**config.mk**
```make
export PLATFORM = sky130hd
export DESIGN_NAME = uart_tx_arbiter
export DESIGN_NICKNAME = d
export VERILOG_FILES = /design/src/rtl/uart_tx_arbiter.sv
export SDC_FILE = /design/constraint.sdc
export NUM_CORES = 1
export LEC_CHECK = 0
export CAP_MARGIN = 20
export CORE_AREA = 2 2 74 76
export CTS_BUF_LIST = sky130_fd_sc_hd__clkbuf_2
export DETAILED_ROUTE_END_ITERATION = 8
export DIE_AREA = 0 0 76 78
export GPL_ROUTABILITY_DRIVEN = 0
export PLACE_DENSITY = 0.79
export SLEW_MARGIN = 20
export SYNTH_ARGS = -nofsm -noshare
export SYNTH_HDL_FRONTEND = slang
export SYNTH_SLANG_ARGS = --single-unit
```
**constraint.sdc**
```tcl
create_clock -name clk -period 1.7 [get_ports clk]
set_input_delay 0.17 -clock clk [delete_from_list [all_inputs] [get_ports clk]]
set_output_delay 0.17 -clock clk [all_outputs]
set_load 0.005 [all_outputs]
```
**src/rtl/uart_tx_arbiter.sv**
```systemverilog
// Purpose: round-robin sharing of one uart_tx serializer among N_REQ message sources.
// Latency: grant 1 clk after req seen in IDLE; tx_valid 2 clks after LATCH entry.
// Backpressure: one byte in flight; next byte waits for busy drop plus GAP_CYCLES; grant locked per message.
module uart_tx_arbiter #(
  parameter int N_REQ        = 2,
  parameter int GAP_CYCLES   = 8,
  parameter int BUSY_TIMEOUT = 255
) (
  input  logic               clk,
  input  logic               rst_n,
  input  logic [N_REQ-1:0]   req,
  input  logic [8*N_REQ-1:0] req_byte,
  input  logic [N_REQ-1:0]   req_last,
  output logic [N_REQ-1:0]   req_ready,
  output logic [N_REQ-1:0]   grant,
  output logic               tx_valid,
  output logic [7:0]         tx_byte,
  input  logic               tx_busy,
  output logic               timeout_err
);

  localparam int IW = (N_REQ > 1) ? $clog2(N_REQ) : 1;

  typedef enum logic [2:0] {
    IDLE,
    LATCH,
    SEND,
    WAIT_BUSY,
    WAIT_DONE,
    GAP
  } state_t;

  state_t           state_q, state_d;
  logic [IW-1:0]    idx_q, idx_d;
  logic [IW-1:0]    rr_ptr_q, rr_ptr_d;
  logic [N_REQ-1:0] grant_q, grant_d;
  logic [N_REQ-1:0] req_ready_q, req_ready_d;
  logic             tx_valid_q, tx_valid_d;
  logic [7:0]       tx_byte_q, tx_byte_d;
  logic             timeout_err_q, timeout_err_d;
  logic             last_q, last_d;
  logic [7:0]       busy_cnt_q, busy_cnt_d;
  logic [15:0]      gap_cnt_q, gap_cnt_d;

  logic [N_REQ-1:0] rot;
  logic [IW-1:0]    pick;
  logic             found;
  int               sum;

  // Round-robin pick: rotate req so rr_ptr sits at bit 0, take the lowest set bit.
  always_comb begin
    rot   = N_REQ'({req, req} >> rr_ptr_q);
    found = 1'b0;
    pick  = '0;
    sum   = 0;
    for (int i = 0; i < N_REQ; i++) begin
      if (!found && rot[i]) begin
        found = 1'b1;
        sum   = int'(rr_ptr_q) + i;
        if (sum >= N_REQ) sum = sum - N_REQ;
        pick  = IW'(sum);
      end
    end
  end

  // Next-state and registered-output logic; pulses default low every cycle.
  always_comb begin
    state_d       = state_q;
    idx_d         = idx_q;
    rr_ptr_d      = rr_ptr_q;
    grant_d       = grant_q;
    req_ready_d   = '0;
    tx_valid_d    = tx_valid_q;
    tx_byte_d     = tx_byte_q;
    timeout_err_d = 1'b0;
    last_d        = last_q;
    busy_cnt_d    = busy_cnt_q;
    gap_cnt_d     = gap_cnt_q;
    case (state_q)
      IDLE: begin
        if (found) begin
          idx_d   = pick;
          grant_d = N_REQ'(1) << pick;
          state_d = LATCH;
        end
      end
      LATCH: begin
        tx_byte_d          = req_byte[{idx_q, 3'b000} +: 8];
        last_d             = req_last[idx_q];
        req_ready_d[idx_q] = 1'b1;
        state_d            = SEND;
      end
      SEND: begin
        tx_valid_d = 1'b1;
        busy_cnt_d = '0;
        state_d    = WAIT_BUSY;
      end
      WAIT_BUSY: begin
        if (tx_busy) begin
          tx_valid_d = 1'b0;
          state_d    = WAIT_DONE;
        end else if (busy_cnt_q == 8'(BUSY_TIMEOUT - 1)) begin
          // Serializer never accepted the byte: drop it and carry on with the message.
          tx_valid_d    = 1'b0;
          timeout_err_d = 1'b1;
          gap_cnt_d     = '0;
          state_d       = GAP;
        end else begin
          busy_cnt_d = busy_cnt_q + 8'd1;
        end
      end
      WAIT_DONE: begin
        if (!tx_busy) begin
          gap_cnt_d = '0;
          state_d   = GAP;
        end
      end
      GAP: begin
        if (gap_cnt_q == 16'(GAP_CYCLES - 1)) begin
          if (last_q || !req[idx_q]) begin
            grant_d  = '0;
            rr_ptr_d = (idx_q == IW'(N_REQ - 1)) ? '0 : idx_q + 1'b1;
            state_d  = IDLE;
          end else begin
            state_d = LATCH;
          end
        end else begin
          gap_cnt_d = gap_cnt_q + 16'd1;
        end
      end
      default: state_d = IDLE;
    endcase
  end

  // State and output registers; reset aborts any message in flight.
  always_ff @(posedge clk or negedge rst_n) begin
    if (!rst_n) begin
      state_q       <= IDLE;
      idx_q         <= '0;
      rr_ptr_q      <= '0;
      grant_q       <= '0;
      req_ready_q   <= '0;
      tx_valid_q    <= 1'b0;
      tx_byte_q     <= 8'h00;
      timeout_err_q <= 1'b0;
      last_q        <= 1'b0;
      busy_cnt_q    <= '0;
      gap_cnt_q     <= '0;
    end else begin
      state_q       <= state_d;
      idx_q         <= idx_d;
      rr_ptr_q      <= rr_ptr_d;
      grant_q       <= grant_d;
      req_ready_q   <= req_ready_d;
      tx_valid_q    <= tx_valid_d;
      tx_byte_q     <= tx_byte_d;
      timeout_err_q <= timeout_err_d;
      last_q        <= last_d;
      busy_cnt_q    <= busy_cnt_d;
      gap_cnt_q     <= gap_cnt_d;
    end
  end

  assign req_ready   = req_ready_q;
  assign grant       = grant_q;
  assign tx_valid    = tx_valid_q;
  assign tx_byte     = tx_byte_q;
  assign timeout_err = timeout_err_q;

endmodule

```
Yosys cells after proc, flatten, opt, wreduce, memory -nomap -nowiden

Index checks and enable logic that the tools add are counted.

Word-level logic and storage cells: 95
Flip-flop bits (word level): 44
Input port bits: 23

Shift operators: 3
Order comparisons: 4
Reductions and logical operators: 16
Add/subtract/negate cells: 6
Multiplexer cells: 39
Equal/unequal tests: 16

Operators by type and width:

| cell                  | number |
|---|---|
| $mux 16               | 4 |
| $pmux 16 s3           | 1 |
| $mux 1                | 18 |
| $pmux 3 s6            | 1 |
| $add 16x1->16 const B | 1 |
| $eq 16x3->1 const B   | 1 |
| $mux 8                | 2 |
| $ne 2x2->1 const B    | 8 |
| $pmux 8 s2            | 1 |
| $shiftx 16x5->8       | 1 |
| $mux 3                | 5 |
| $add 8x1->8 const B   | 1 |
| $eq 8x8->1 const B    | 1 |
| $mux 2                | 4 |
| $reduce_and 4->1      | 2 |
| $eq 3x2->1 const B    | 2 |
| $eq 3x3->1 const B    | 2 |
| $reduce_and 3->1      | 2 |
| $reduce_and 5->1      | 1 |
| $pmux 2 s2            | 1 |
| $reduce_and 2->1      | 2 |
| $reduce_bool 2->1     | 2 |
| $shr 4x1->2           | 1 |
| $eq 3x1->1 const B    | 1 |
| other kinds (16)      | 19 |

Longest topological paths before layout

Depth after elaboration: 8
Gate-level depth with buffers: 7
Mapped depth without buffers: 6

Least setup slack after synthesis

No wires, ideal clock.

Kind: flip-flop to flip-flop
Start point: register gap_cnt_q[0]
End point: register gap_cnt_q[3]
Arrival time: 1729 ps
Slack: -110 ps
Path buffers: 1
Clock period less this slack: 1810 ps
Stages on the path, launching flop included: 7
Required time: 1620 ps
Cell sequence: dfrtp_1 > ha_1 > nor4bb_2 > and4_1 > buf_4 > or4_1 > o211ai_2

Cells in the longest elaborated chain, start to end: 3
Elaborated cells on any way between the ends: 6
Those cells by class: add/sub: 1; eq/ne: 2; mux: 2; reduce/logical: 1

Ends and longest elaborated chain:

| what                                                   | RTL line | source |
|---|---|---|
| start, declared                                        | 43       | `logic [15:0] gap_cnt_q, gap_cnt_d;` |
| start signal, assigned                                 | 160      | `gap_cnt_q <= gap_cnt_d;` |
| $add 16x1->16 / $eq 16x3->1 (equally long branches)    | 128, 119 |  |
| $mux 16 / $ne 2x2->1 (equally long branches)           | --       |  |
| $pmux 16 s3 / $reduce_and 5->1 (equally long branches) | --       |  |

Parallel ways exist; a longest one is shown, timed or not. The select of a mux whose other input is x is not followed.
A chain may end at the register's enable or synchronous reset.

Worst setup path in the final report

Start point: register gap_cnt_q[12]
End point: register gap_cnt_q[15]

Same word-level chain as after synthesis.

==> flow_summary.json <==
{
  "synth_area_per_cell_um2": 9.45,
  "viasPerCell": 5.98,
  "synth_seq_cells": 44,
  "min_path_type": "primary input to asynchronous set/reset pin",
  "synth-seq-area-share": 0.438,
  "dp_slack_ns": -0.121,
  "relSlewSlack": 0.713,
  "grt_usage": 0.236,
  "critPathLaunchType": "flop",
  "end_kind": "flop",
  "path_clk_slew_ns": 0.27,
  "diodes": 0,
  "overflow": 0,
  "fmax_ghz": 0.593,
  "dr_total_vias": 2498,
  "syn_inst": 266,
  "ctsRootBufferMaster": "clkbuf_2",
  "drt-pass1-iter-count": 5,
  "rsz0062_at_grt": "yes",
  "cts.path.max_buffers": 2,
  "crit_type": "flop to flop",
  "area_growth_syn_to_layout_pct": 40.8,
  "drt-initial-drc-count": 194,
  "drv_cap": 0,
  "powerDensity_mw_per_mm2": 1450,
  "fin_crit_ns": 1.69,
  "ant_nets": 0,
  "antenna_found_initial": 0,
  "route.detailed.drc": 0,
  "grt_pass1_vias": 2401,
  "numCtsBuffers": 5,
  "max-vdd-ir-drop_v": 0.000812,
  "synth_top_area_frac": 0.438,
  "p_leak_nw": 1.46,
  "finalCritPeriodShare": 0.991,
  "core_area_mm2": 0.00504,
  "drive_gt1_frac": 0.302,
  "synth_cell_types": 49,
  "routed_wl_mm": 6.79,
  "cts_num_sinks": 44,
  "yosysWarnings": 0,
  "grt_first_pass_wirelength_mm": 11.2,
  "dieHeight_um": 78,
  "hold_slack_ns": 0.134,
  "dpl.hpwl_mm": 4.56,
  "status": "finished clean",
  "floorplan.initialDensity": 0.499,
  "synth_area_mm2": 0.00251,
  "rows": 26,
  "cts_tree": "yes",
  "slew_violations": 0,
  "crit_required_ns": 2.07,
  "nets": 373,
  "worstPathArrival_ns": 2.05,
  "ioPinCount": 37,
  "cp_max_fo": 5,
  "ys_top_cells_by_area": "dfrtp_1, mux2i_1, nand2_1, a21oi_1, nor2_1",
  "clock_skew_ns": 0.0472,
  "wl_per_cell_um": 16.2,
  "worst_slack_ns": 0.0149,
  "die_x_um": 76,
  "fill_cells": 352,
  "setup_violations": 0,
  "clk_latency_ns": 0.45,
  "synth_area_leader_cell": "dfrtp_1",
  "tightest_slew_ns": 0.431,
  "grt_max_degree": 20,
  "die_area_mm2": 0.00593,
  "finalHoldViolations": 0,
  "syn-num-nets": 292,
  "h-tree-depth": 2,
  "portBuffers": 36
}
-- cells by family (layout without fill, tap and decap cells) --
group	count (synthesis)	count (layout)	share of synthesized area
DFF	44	44	0.438
adders and majority gates	3	3	0.0149
AOI/OAI and AO/OA	66	67	0.185
muxes	16	16	0.0642
and+or+nand+nor	106	106	0.243
buffers and inverters	31	112	0.0547
-- critical path, stage by stage, from the launching register on --
cell	delay, ns
dfrtp_1	0.49
buf_4	0.16
nand4_1	0.14
or4_4	0.54
a21boi_2	0.19
a2bb2oi_2	0.08
-- sequential cells by signal, indices dropped and copies added, names as in the netlist, 2 cells and up --
name	cells
gap_cnt_q	16
busy_cnt_q	8
tx_byte	8
state_q	3
grant	2
req_ready	2
-- per-layer routing --
metal / GRT usage / wire [µm] / up-vias
met5: 0 / 0 / -
met4: 0.122 / 180 / 0
met3: 0.0430 / 467 / 22
met2: 0.386 / 3280 / 111
met1: 0.301 / 2860 / 1201
li1: - / - / 1164
-- per-stage QoR --
stage               instances  TNS [ns]  power [mW]  utilization  instance area, µm²
detailed placement        402    -0.946        4.36        0.642                3240
CTS                       413         0        4.95        0.671                3380
global placement          402    -0.262        4.24        0.642                3240
global route              418    -0.400        5.52        0.702                3540
floorplan                 266         0        3.19            -                2520
finish                    418         0        5.15        0.702                3540
-- cells in the mapped netlist (all sizes together) --
cell     count
a211oi       2
and3         4
nand3b       2
nor2        18
a221o        2
and2         1
nor3        12
a21boi       2
dfrtp       44
nor4         5
clkbuf       7
mux2i       15
o2111ai      1
a21oi       14
or3          3
a221oi       1
nand2       21
nand4        8
ha           3
nor4bb       1
a2bb2oi      2
buf         11
and4         4
o32a         1
nor2b        3
nand2b       3
or4          7
inv         13
a31oi        8
o22ai        2
nand3       13
o21ai       13
mux2         1
o311ai       2
o221ai       5
o21a         2
o211ai       8
nand4b       1
o21bai       1
-- area by class of cell --
type,count,area [µm²],area share
inverter,13,48.8,0.0138
clock buffer,5,25.0,0.00706
sequential,44,1100,0.312
timing repair buffer,91,787,0.222
multi-input combinational,192,1470,0.414
clock inverter,3,23.8,0.00671
tap,70,87.6,0.0247
-- repair_timing --
item | CTS | global route
hold buffers | 1 | 0
gates cloned | 1 | 0
endpoints found under the setup margin | 20 | 23
gates resized for setup | 15 | 26
pin swaps | 4 | 8
buffers inserted | 1 | 5
endpoints found under the hold margin | 17 | 0
-- cell usage in the layout, fill, tap and decap left out, drive strengths merged, types with 7 or more instances in the layout --
master,netlist,routed
clkdlybuf4s50,0,35
nand3,13,13
nand4,8,8
o21ai,13,13
nor2,18,18
or4,7,7
a31oi,8,8
o211ai,8,8
mux2i,15,15
inv,13,13
nand2,21,21
nor3,12,12
buf,11,55
dfrtp,44,44
a21oi,14,14
-- final timing paths --
kind                               startpoint       endpoint  slack (ns)  cells past startpoint
min in group clk                  req_byte[7]     tx_byte[7]        0.29                      3
worst max-delay path            gap_cnt_q[12]  gap_cnt_q[15]        0.01                      5
worst min register to register       rr_ptr_q       rr_ptr_q        0.55                      2
worst min-delay path                    rst_n     state_q[0]        0.13                      2
worst max register to register  gap_cnt_q[12]  gap_cnt_q[15]        0.01                      5
max in group asynchronous               rst_n   gap_cnt_q[7]        0.95                      3
-- power breakdown --
group,leakage (nW),switching (mW),total [mW],internal (mW)
clock,0.0252,0.381,0.483,0.102
sequential,0.543,0.400,1.87,1.47
combinational,0.895,1.36,2.80,1.43
total,1.46,2.15,5.15,3.00
No activity file was read; power rests on OpenSTA's default activity.
